<file path="config.mk">
export PLATFORM = sky130hd
export DESIGN_NAME = apb_ucpd_tx_framer
export DESIGN_NICKNAME = d
export VERILOG_FILES = /design/src/rtl/ucpd_pkg.sv /design/src/rtl/ucpd_phase_cnt.sv /design/src/rtl/apb_ucpd_tx_framer.sv
export SDC_FILE = /design/constraint.sdc
export NUM_CORES = 1
export LEC_CHECK = 0
export BUFFER_PORTS_ARGS = -buffer_cell sky130_fd_sc_hd__buf_2
export CAP_MARGIN = 20
export CORE_MARGIN = 4
export CORE_UTILIZATION = 25
export CTS_CLUSTER_SIZE = 16
export DETAILED_ROUTE_END_ITERATION = 8
export PLACE_DENSITY = 0.49
export SLEW_MARGIN = 20
export SYNTH_ARGS = -nofsm -noshare
export SYNTH_HDL_FRONTEND = slang
export SYNTH_HIERARCHICAL = 1
export SYNTH_SLANG_ARGS = --single-unit
</file>
<file path="constraint.sdc">
create_clock -name ic_clk -period 3.81 [get_ports ic_clk]
set_clock_uncertainty 0.05 [all_clocks]
set_input_delay 0.762 -clock ic_clk [delete_from_list [all_inputs] [get_ports ic_clk]]
set_output_delay 0.762 -clock ic_clk [all_outputs]
set_load 0.05 [all_outputs]
</file>
<file path="src/rtl/ucpd_pkg.sv">
// Shared types and default lengths for the UCPD transmit framer.
package ucpd_pkg;

   typedef enum logic [2:0] {
      ST_IDLE = 3'd0,
      ST_PRE  = 3'd1,
      ST_SOP  = 3'd2,
      ST_DATA = 3'd3,
      ST_CRC  = 3'd4,
      ST_EOP  = 3'd5,
      ST_BIST = 3'd6,
      ST_WAIT = 3'd7
   } state_e;

   typedef enum logic [1:0] {
      MODE_PKT  = 2'd0,
      MODE_HRST = 2'd1,
      MODE_CRST = 2'd2,
      MODE_BIST = 2'd3
   } tx_mode_e;

   localparam int unsigned DEF_PRE_BITS  = 32'd64;
   localparam int unsigned DEF_SOP_BITS  = 32'd20;
   localparam int unsigned DEF_CRC_BITS  = 32'd40;
   localparam int unsigned DEF_EOP_BITS  = 32'd5;
   localparam int unsigned DEF_BIST_BITS = 32'd4096;
   localparam int unsigned DEF_IFG_BITS  = 32'd25;
   localparam int unsigned DEF_PSZ_W     = 32'd10;

   // One payload byte after 4b5b is two 5-bit symbols.
   localparam int unsigned DATA_SYM_BITS = 32'd10;
   // Phase bit counter width, wide enough for the BIST carrier.
   localparam int unsigned BCNT_W        = 32'd13;

endpackage

</file>
<file path="src/rtl/ucpd_phase_cnt.sv">
// Bit counter for the current framer phase: counts bit ticks, flags the
// terminal count and the last bit of every 5-bit symbol.
module ucpd_phase_cnt
   import ucpd_pkg::*;
(
   input  logic              clk_i,
   input  logic              rst_ni,
   input  logic              clr_i,
   input  logic              tick_i,
   input  logic [BCNT_W-1:0] last_i,
   output logic              tc_o,
   output logic              edge5_o
);

   logic [BCNT_W-1:0] cnt_q, cnt_d;
   logic [2:0]        sym_q, sym_d;

   // Next count: clear wins over tick, otherwise hold between ticks.
   always_comb begin
      cnt_d = cnt_q;
      sym_d = sym_q;
      if (clr_i) begin
         cnt_d = {BCNT_W{1'b0}};
         sym_d = 3'd0;
      end else if (tick_i) begin
         cnt_d = cnt_q + BCNT_W'(1);
         sym_d = (sym_q == 3'd4) ? 3'd0 : (sym_q + 3'd1);
      end else begin
         cnt_d = cnt_q;
         sym_d = sym_q;
      end
   end

   // Counter registers.
   always_ff @(posedge clk_i or negedge rst_ni) begin
      if (!rst_ni) begin
         cnt_q <= {BCNT_W{1'b0}};
         sym_q <= 3'd0;
      end else begin
         cnt_q <= cnt_d;
         sym_q <= sym_d;
      end
   end

   assign tc_o    = (cnt_q == last_i);
   assign edge5_o = (sym_q == 3'd4);

endmodule

</file>
<file path="src/rtl/apb_ucpd_tx_framer.sv">
// USB-PD transmit framer: sequences preamble, ordered set, payload, CRC,
// EOP and inter-frame gap on bit ticks, with underrun / hard-reset abort.
module apb_ucpd_tx_framer
   import ucpd_pkg::*;
#(
   parameter int unsigned PRE_BITS  = DEF_PRE_BITS,
   parameter int unsigned SOP_BITS  = DEF_SOP_BITS,
   parameter int unsigned CRC_BITS  = DEF_CRC_BITS,
   parameter int unsigned EOP_BITS  = DEF_EOP_BITS,
   parameter int unsigned BIST_BITS = DEF_BIST_BITS,
   parameter int unsigned IFG_BITS  = DEF_IFG_BITS,
   parameter int unsigned PSZ_W     = DEF_PSZ_W
) (
   input  logic             ic_clk,
   input  logic             ic_rst_n,
   input  logic             ucpden,
   input  logic             bit_tick,
   input  logic             tx_start,
   input  logic [1:0]       tx_mode,
   input  logic [PSZ_W-1:0] tx_paysize,
   input  logic             transwin_en,
   input  logic             hrst_req,
   input  logic             byte_vld,
   output logic             byte_req,
   output logic             pre_en,
   output logic             sop_en,
   output logic             data_en,
   output logic             crc_en,
   output logic             eop_en,
   output logic             bist_en,
   output logic             wait_en,
   output logic             cc_oen,
   output logic             tx_done,
   output logic             tx_abort,
   output logic             tx_und,
   output logic             start_drop
);

   state_e            state_q, state_d;
   tx_mode_e          mode_q, mode_d;
   logic [PSZ_W-1:0]  last_q, last_d;       // index of the final payload byte
   logic [PSZ_W-1:0]  bytecnt_q, bytecnt_d;
   logic              abort_q, abort_d;     // underrun seen, abort pending
   logic [BCNT_W-1:0] len_m1_s;
   logic              tc_s, edge5_s, cnt_clr_s, end_s, abort_edge_s;

   function automatic logic [BCNT_W-1:0] len_m1(input int unsigned bits);
      return BCNT_W'(bits - 32'd1);
   endfunction

   ucpd_phase_cnt u_phase_cnt (
      .clk_i   (ic_clk),
      .rst_ni  (ic_rst_n),
      .clr_i   (cnt_clr_s),
      .tick_i  (bit_tick),
      .last_i  (len_m1_s),
      .tc_o    (tc_s),
      .edge5_o (edge5_s)
   );

   // Terminal count of the current phase (DATA terminates per byte).
   always_comb begin
      len_m1_s = {BCNT_W{1'b0}};
      case (state_q)
         ST_PRE:  len_m1_s = len_m1(PRE_BITS);
         ST_SOP:  len_m1_s = len_m1(SOP_BITS);
         ST_DATA: len_m1_s = len_m1(DATA_SYM_BITS);
         ST_CRC:  len_m1_s = len_m1(CRC_BITS);
         ST_EOP:  len_m1_s = len_m1(EOP_BITS);
         ST_BIST: len_m1_s = len_m1(BIST_BITS);
         ST_WAIT: len_m1_s = len_m1(IFG_BITS);
         default: len_m1_s = {BCNT_W{1'b0}};
      endcase
   end

   assign end_s        = bit_tick & tc_s;
   assign abort_edge_s = bit_tick & edge5_s & (abort_q | hrst_req);

   // Next-state logic and single-cycle event pulses.
   always_comb begin
      state_d    = state_q;
      mode_d     = mode_q;
      last_d     = last_q;
      bytecnt_d  = bytecnt_q;
      abort_d    = abort_q;
      cnt_clr_s  = 1'b0;
      byte_req   = 1'b0;
      tx_done    = 1'b0;
      tx_abort   = 1'b0;
      tx_und     = 1'b0;
      start_drop = 1'b0;
      if (!ucpden) begin
         state_d   = ST_IDLE;
         mode_d    = MODE_PKT;
         last_d    = PSZ_W'(0);
         bytecnt_d = PSZ_W'(0);
         abort_d   = 1'b0;
         cnt_clr_s = 1'b1;
      end else begin
         start_drop = tx_start & ((state_q != ST_IDLE) | ~transwin_en);
         case (state_q)
            ST_IDLE: begin
               cnt_clr_s = 1'b1;
               if (tx_start & transwin_en) begin
                  state_d   = ST_PRE;
                  mode_d    = tx_mode_e'(tx_mode);
                  // A zero byte count still sends one byte.
                  last_d    = (tx_paysize == PSZ_W'(0)) ? PSZ_W'(0) : (tx_paysize - PSZ_W'(1));
                  bytecnt_d = PSZ_W'(0);
                  abort_d   = 1'b0;
               end else begin
                  state_d = ST_IDLE;
               end
            end
            ST_PRE: begin
               cnt_clr_s = end_s;
               state_d   = end_s ? ST_SOP : ST_PRE;
            end
            ST_SOP: begin
               cnt_clr_s = end_s;
               if (end_s) begin
                  case (mode_q)
                     MODE_HRST: begin state_d = ST_IDLE; tx_done = 1'b1; end
                     MODE_CRST: begin state_d = ST_WAIT; tx_done = 1'b1; end
                     MODE_BIST: state_d = ST_BIST;
                     default:   begin state_d = ST_DATA; byte_req = 1'b1; end
                  endcase
               end else begin
                  state_d = ST_SOP;
               end
            end
            ST_DATA: begin
               // Abort is taken only on a symbol boundary and wins over the byte end.
               if (abort_edge_s) begin
                  state_d   = ST_EOP;
                  cnt_clr_s = 1'b1;
                  tx_abort  = 1'b1;
               end else if (end_s) begin
                  cnt_clr_s = 1'b1;
                  if (bytecnt_q == last_q) begin
                     state_d = ST_CRC;
                  end else begin
                     byte_req  = 1'b1;
                     bytecnt_d = bytecnt_q + PSZ_W'(1);
                  end
               end else begin
                  state_d = ST_DATA;
               end
            end
            ST_CRC: begin
               if (abort_edge_s) begin
                  state_d   = ST_EOP;
                  cnt_clr_s = 1'b1;
                  tx_abort  = 1'b1;
               end else begin
                  cnt_clr_s = end_s;
                  state_d   = end_s ? ST_EOP : ST_CRC;
               end
            end
            ST_EOP: begin
               cnt_clr_s = end_s;
               state_d   = end_s ? ST_WAIT : ST_EOP;
            end
            ST_WAIT: begin
               cnt_clr_s = end_s;
               state_d   = end_s ? ST_IDLE : ST_WAIT;
               // Cable Reset already reported completion at the end of its ordered set.
               tx_done   = end_s & (mode_q != MODE_CRST);
            end
            ST_BIST: begin
               cnt_clr_s = end_s;
               state_d   = end_s ? ST_IDLE : ST_BIST;
            end
            default: begin
               state_d   = ST_IDLE;
               cnt_clr_s = 1'b1;
            end
         endcase
         if (byte_req & ~byte_vld) begin
            tx_und  = 1'b1;
            abort_d = 1'b1;
         end else begin
            tx_und = 1'b0;
         end
      end
   end

   // Framer state registers.
   always_ff @(posedge ic_clk or negedge ic_rst_n) begin
      if (!ic_rst_n) begin
         state_q   <= ST_IDLE;
         mode_q    <= MODE_PKT;
         last_q    <= PSZ_W'(0);
         bytecnt_q <= PSZ_W'(0);
         abort_q   <= 1'b0;
      end else begin
         state_q   <= state_d;
         mode_q    <= mode_d;
         last_q    <= last_d;
         bytecnt_q <= bytecnt_d;
         abort_q   <= abort_d;
      end
   end

   assign pre_en  = (state_q == ST_PRE);
   assign sop_en  = (state_q == ST_SOP);
   assign data_en = (state_q == ST_DATA);
   assign crc_en  = (state_q == ST_CRC);
   assign eop_en  = (state_q == ST_EOP);
   assign bist_en = (state_q == ST_BIST);
   assign wait_en = (state_q == ST_WAIT);
   assign cc_oen  = pre_en | sop_en | data_en | crc_en | eop_en | bist_en | wait_en;

endmodule

</file>
# ---- After elaboration in Yosys (flattened, before gate mapping)
# Cells that the tools add are included.
dict set report totals {
  regBits 42
  elab_cells 123
  inputBits 20
  output_inout_bits 13
}
dict set report classes {
  n_bitwise 17
  reduce_logical 11
  addsub 4
  n_mux 60
  eq_ne 24
}
# operator count
set ops {}
lappend ops {{$mux 10} 9}
lappend ops {{$pmux 12 s7} 1}
lappend ops {{$mux 3} 10}
lappend ops {{$mux 1} 27}
lappend ops {{$mux 13} 2}
lappend ops {{$pmux 3 s8} 1}
lappend ops {{$pmux 10 s2} 1}
lappend ops {{$eq 3x3->1 const B} 5}
lappend ops {{$add 13x1->13 const B} 1}
lappend ops {{$eq 13x12->1} 1}
lappend ops {{$add 10x1->10 const B} 1}
lappend ops {{$eq 10x10->1} 1}
lappend ops {{$logic_not 10->1} 1}
lappend ops {{$mux 2} 5}
lappend ops {{$sub 10x1->10 const B} 1}
lappend ops {{$ne 3x1->1 const B} 3}
lappend ops {{$ne 3x3->1 const B} 3}
lappend ops {{$pmux 3 s3} 1}
lappend ops {{$or 1x1->1} 8}
lappend ops {{$and 1x1->1} 7}
lappend ops {{$eq 3x2->1 const B} 2}
lappend ops {{$ne 5x3->1 const B} 1}
lappend ops {{$reduce_and 5->1} 1}
lappend ops {{$reduce_or 5->1} 1}
lappend ops {{16 further kinds} 22}

# ---- Longest topological paths before layout
dict set report depth {
  word_depth 11
  ltp_mapped 16
  ltp_nobuf 14
}

# ---- Hierarchy
# The synthesis kept the hierarchy.
# module seq_area_each_um2 n_inst area_per_inst_um2 cells_each
set by_module_without_submodules {}
lappend by_module_without_submodules {apb_ucpd_tx_framer 650.6 1 1919.3 229}
lappend by_module_without_submodules {ucpd_phase_cnt 400.4 1 1002.2 105}

# ---- Least setup slack after synthesis
# OpenSTA, ideal clock, no wires.
dict set report synth_timing {
  kind {flip-flop to output port}
  startpoint {reg state_q[0]}
  endpoint {out tx_und}
  t_arrival_ns 4.049
  required_ns 2.998
  setup_slack_ns -1.051
  n_path_buf 1
  path_stages_with_launch 15
  cell_sequence {dfrtp_1 inv_1 ha_1 and2_1 clkbuf_1 or3_1 xor2_1 nor4_1 nand4_1 nor4_2 nand2_2 nor2_1 nand3_1 o21a_1 nor2_1}
}
dict set report synth_via {
  elab_chain_len 11
  word_cells_on_any_way 18
  cone_classes {8 x eq/ne; 8 x mux; 2 x bitwise}
}
# item line_no
set synth_rtl {}
lappend synth_rtl {{start, declared} apb_ucpd_tx_framer.sv:39} ;# state_e state_q, state_d;
lappend synth_rtl {{start signal, assigned} apb_ucpd_tx_framer.sv:197} ;# state_q <= state_d;
lappend synth_rtl {{$eq 3x3->1 (*)} --}
lappend synth_rtl {{via crc_en} apb_ucpd_tx_framer.sv:28} ;# output logic crc_en,
lappend synth_rtl {{$pmux 12 s7 (*)} apb_ucpd_tx_framer.sv:64} ;# case (state_q)
lappend synth_rtl {{via len_m1_s[5]} apb_ucpd_tx_framer.sv:44} ;# logic [BCNT_W-1:0] len_m1_s;
lappend synth_rtl {{$eq 13x12->1 (*)} ucpd_phase_cnt.sv:45} ;# assign tc_o = (cnt_q == last_i);
lappend synth_rtl {{via tc_s} apb_ucpd_tx_framer.sv:45} ;# logic tc_s, edge5_s, cnt_clr_s, end_s, abort_edge_s;
lappend synth_rtl {{$and 1x1->1 (*)} apb_ucpd_tx_framer.sv:76} ;# assign end_s = bit_tick & tc_s;
lappend synth_rtl {{$mux 1} apb_ucpd_tx_framer.sv:138} ;# end else if (end_s) begin
lappend synth_rtl {{$mux 1} apb_ucpd_tx_framer.sv:134} ;# if (abort_edge_s) begin
lappend synth_rtl {{$pmux 1 s2 (*)} apb_ucpd_tx_framer.sv:101} ;# case (state_q)
lappend synth_rtl {{$mux 1 (*)} apb_ucpd_tx_framer.sv:92} ;# if (!ucpden) begin
lappend synth_rtl {{$and 1x1->1 (*)} apb_ucpd_tx_framer.sv:179} ;# if (byte_req & ~byte_vld) begin
lappend synth_rtl {{$mux 1 (*)} apb_ucpd_tx_framer.sv:179}
lappend synth_rtl {{$mux 1 (*)} apb_ucpd_tx_framer.sv:92}
lappend synth_rtl {{end, declared} apb_ucpd_tx_framer.sv:35} ;# output logic tx_und,
# Mark *: on every way through the listed nets, which the timed path passes. The rest lies on a longest branch. The select of a mux whose other input is x is not followed.

# ---- Worst setup path in the final report
dict set report layout_timing {
  startpoint {reg state_q[0]}
  endpoint {out tx_done}
}
dict set report layout_via {
  elab_chain_len 7
  word_cells_on_any_way 14
  cone_classes {8 x eq/ne; 4 x mux; 2 x bitwise}
}
# item line_no
set layout_rtl {}
lappend layout_rtl {{$eq 3x3->1 (tied with other cells)} apb_ucpd_tx_framer.sv:64}
lappend layout_rtl {{$pmux 12 s7 (*)} apb_ucpd_tx_framer.sv:64}
lappend layout_rtl {{via len_m1_s[1]} apb_ucpd_tx_framer.sv:44}
lappend layout_rtl {{$eq 13x12->1 (*)} ucpd_phase_cnt.sv:45}
lappend layout_rtl {{via tc_s} apb_ucpd_tx_framer.sv:45}
lappend layout_rtl {{$and 1x1->1 (*)} apb_ucpd_tx_framer.sv:76}
lappend layout_rtl {{$and 1x1->1 / $mux 1 (equally long branches)} {apb_ucpd_tx_framer.sv:168, apb_ucpd_tx_framer.sv:121}}
lappend layout_rtl {{$pmux 1 s2 (*)} apb_ucpd_tx_framer.sv:101}
lappend layout_rtl {{$mux 1 (*)} apb_ucpd_tx_framer.sv:92}
lappend layout_rtl {{end, declared} apb_ucpd_tx_framer.sv:33} ;# output logic tx_done,
# Mark *: on every way through the listed nets, which the timed path passes. The rest lies on a longest branch.

==> results.json <==
{
  "r2r-end": "u_phase_cnt/cnt_q[12]$_DFFE_PN0P_",
  "clk_pin_slew_ns": 0.06,
  "reg2reg_from": "state_q[0]$_DFFE_PN0P_",
  "drive_above_1_share": 0.270,
  "die_height_microns": 116,
  "yosysUniqueCellTypes": 53,
  "rrSetupSlack_ns": 0.09,
  "clk_latency_ns": 0.28,
  "yosysWarnings": 6,
  "route.detailed.drc": 0,
  "power_frac_comb": 0.262,
  "synth_mux_area_frac": 0.0141,
  "numCtsBuffers": 5,
  "groute.usage.overall": 0.115,
  "finalWirelength_microns": 7260,
  "nets": 421,
  "gp_congestion": 0.765,
  "clock_path_buffers": 2,
  "critPathArrivalTime_ns": 3.17,
  "peakVddDrop_mv": 0.199,
  "synthCells": 334,
  "worst_path_max_delay_cell": "dfrtp_1",
  "synth.top_cell.area_share": 0.360,
  "antenna_found_initial": 0,
  "path_cells": "inv_2 -> ha_4 -> and2_4 -> or3_4 -> or2_4 -> xnor2_2 -> nand4_1 -> nor4_4 -> nand2_2 -> buf_4 -> buf_6 -> buf_6 -> nor3_4 -> buf_6",
  "power_density_mw_per_mm2": 348,
  "core-area_sq_mm": 0.0114,
  "hold_buffers": 0,
  "period_needed_ns": 3.98,
  "synth-seq-area-share": 0.360,
  "final.setup.worst_slack_ns": -0.173,
  "first_iter_violations": 135,
  "globalRouteOverflowTotal": 0,
  "start_kind": "register",
  "worst_pin_slew_ns": 0.671,
  "crit_type": "reg2out",
  "p_seq_frac": 0.366,
  "synthXorXnorAreaFrac": 0.123,
  "fin_total_pwr_w": 0.00130,
  "placedCellCount": 516,
  "max_slew_margin": 0.548,
  "vias": 2519,
  "switchingPower_w": 0.000384,
  "grt_max_degree": 43,
  "start_util": 0.256,
  "synth_fa_ha_area_frac": 0.0557,
  "path_buf_inv": 5,
  "rsz0062_at_grt": "yes",
  "layoutNonFillerInstCount": 532,
  "synth-main-ff-cell": "dfrtp_1",
  "grt_pass1_wl_microns": 12600,
  "syn-num-nets": 367,
  "ant_nets": 0,
  "syn-cell-area_sq_mm": 0.00292,
  "sw_frac_of_total": 0.296,
  "cp_top_family": "simple AND/OR/NAND/NOR gates",
  "synth-compound-area-share": 0.153,
  "drv_slew": 0,
  "max_freq_mhz": 251,
  "p_leak_nw": 1.61,
  "diodes": 0,
  "drtPass1Iterations": 4,
  "hold_class": "in2async",
  "crit_path_start": "state_q[0]$_DFFE_PN0P_",
  "fp.dieW_microns": 116,
  "hpwl_microns": 5530,
  "end_kind": "output pin",
  "critPathMostFrequentCell": "buf_6",
  "worst_r2r_path_depth": 17,
  "synth-seq-cells": 42,
  "grt_pass1_vias": 2535,
  "cts_root_buffer": "clkbuf_16",
  "wl_per_cell_microns": 13.7,
  "slowest_delay_ns": 0.39,
  "syn_to_final_growth_pct": 27.8,
  "yosysTopAreaCell": "dfrtp_1",
  "pin_count": 33,
  "rows": 39,
  "pwr-share-clk": 0.372,
  "viasPerCell": 4.73,
  "intPower_w": 0.000914,
  "drv_cap": 0,
  "synth_top_family_by_area": "simple AND/OR/NAND/NOR gates",
  "synthTopCellsByArea": "dfrtp_1 36%, xnor2_1 8.7%, ha_1 5.6%",
  "synth_edf_count": 0,
  "cts_tree": "built",
  "final.fill_count": 1225,
  "path_max_fanout": 8,
  "cts_max_level": 2,
  "critPathRequiredTime_ns": 3.00,
  "setup_violations": 3,
  "port_buffers": 32,
  "violations": "negative setup slack",
  "cts_sinks": 42,
  "die-area_sq_mm": 0.0135,
  "syn_area_per_cell_sq_um": 8.75,
  "hold_viol_final": 0,
  "outcome": "finished, violations left",
  "finalCritPeriodShare": 1.05,
  "synthSimpleGateAreaFrac": 0.249,
  "async_flop_share": 1.00
}
-- stage by stage --
step	TNS, ns	utilization	cell area [sq um]	hold WS (ns)	worst slack (ns)
detailed placement	-0.0444	0.299	3420	0.438	-0.0425
global route	-1.50	0.327	3730	0.466	-0.363
finish	-0.489	0.327	3730	0.415	-0.173
floorplan	-0.366	-	3010	0.401	-0.204
global placement	0	0.299	3420	0.422	0.0147
CTS	-0.488	0.322	3670	0.454	-0.184
-- worst reg2reg max path: stages, from the launching register on --
cell,delay [ns]
dfrtp_1,0.39
inv_2,0.09
ha_4,0.16
and2_4,0.15
or3_4,0.38
or2_4,0.24
xnor2_2,0.14
nand4_1,0.14
nor4_4,0.38
nand2_2,0.13
buf_4,0.16
buf_6,0.11
buf_6,0.13
nand4_1,0.18
o2111ai_2,0.28
nor4_4,0.30
xnor2_1,0.15
nor2_1,0.05
-- cell families after synthesis --
logic type               Yosys count
multiplexers                       4
other                              1
AND/OR/NAND/NOR                  136
adder cells (fa/ha/maj)           13
AO/OA/AOI/OAI                     65
flip-flops                        42
buffers and inverters             32
XOR/XNOR                          41
-- registers in the layout, indices dropped and copies added (netlist names) --
| register | cells |
|---|---|
| last_q | 10 |
| u_phase_cnt/cnt_q | 13 |
| mode_q | 2 |
| bytecnt_q | 10 |
| state_q | 3 |
| u_phase_cnt/sym_q | 3 |
| abort_q | 1 |
-- worst max-delay path by stage --
stage | endpoint | slack (ns) | cells past startpoint
2_1_floorplan | tx_und | -0.20 | 14
3_3_place_gp | tx_und | 0.01 | 14
3_5_place_dp | tx_und | -0.04 | 14
4_1_cts | tx_und | -0.18 | 14
5_1_grt | tx_und | -0.36 | 14
6_report | tx_done | -0.17 | 14
-- synth_stat cells (all sizes together) (2+ instances only) --
cell and number:
o311ai 3, nand4 14, or2 2, or4 4, nand2b 4, a31oi 2
o31ai 2, a21bo 2, nor3 7, o21ai 22, xnor2 29, xor2 12
a21oi 12, o21a 3, buf 3, and2 5, a22oi 2, clkbuf 10
a31o 3, or3 8, o2111ai 2, o311a 2, nand3 9, dfrtp 42
inv 19, nand2 41, and3 2, nor4 7, mux2i 3, nor2 26
ha 13, nor2b 4, o211ai 6
-- power by group through the flow --
stage / sequential, W / combinational, W / clock (W)
floorplan: 0.000481 / 0.000202 / 0
global placement: 0.000481 / 0.000311 / 0
detailed placement: 0.000482 / 0.000315 / 0
CTS: 0.000474 / 0.000328 / 0.000502
global route: 0.000477 / 0.000380 / 0.000518
finish: 0.000475 / 0.000341 / 0.000483
-- routing by layer --
| layer | global-route usage | up-vias | part of all wire | wire length (microns) |
|---|---|---|---|---|
| met3 | 0.0228 | 8 | 0.035 | 254 |
| met1 | 0.148 | 1187 | 0.45 | 3300 |
| met4 | 0.0302 | 0 | 0.015 | 110 |
| met2 | 0.198 | 45 | 0.50 | 3600 |
| li1 | - | 1279 | - | - |
| met5 | 0 | - | 0 | 0 |
-- area by class of cell --
type	instances	area, sq um	area share
inverters	19	75.1	0.0201
flip-flops and latches	42	1050	0.282
well taps	143	179	0.0479
multi-input cells	260	1860	0.498
clock inverters	2	37.5	0.0101
repair buffers	60	403	0.108
clock buffers	6	129	0.0345
-- cells in the final DEF, fill, tap and decap left out, types with 4 or more instances in the layout --
master     count
nor2_1        24
buf_6          4
o21ai_0       22
xnor2_1       28
o211ai_1       6
buf_4         27
clkbuf_16      5
ha_1          10
dfrtp_1       41
or3_1          6
xor2_1        12
nand3_1        8
nand4_1       13
a21oi_1       12
nand2_1       40
inv_1         16
nor3_1         4
nand2b_1       4
buf_2         28
-- repair_timing --
| action | 4_1_cts | 5_1_grt |
|---|---|---|
| hold endpoints to repair | 0 | 0 |
| setup buffers | 4 | 4 |
| pin swaps | 8 | 4 |
| gates resized for setup | 15 | 6 |
| setup endpoints to repair | 3 | 17 |
Power figures use the tool's default switching activity.
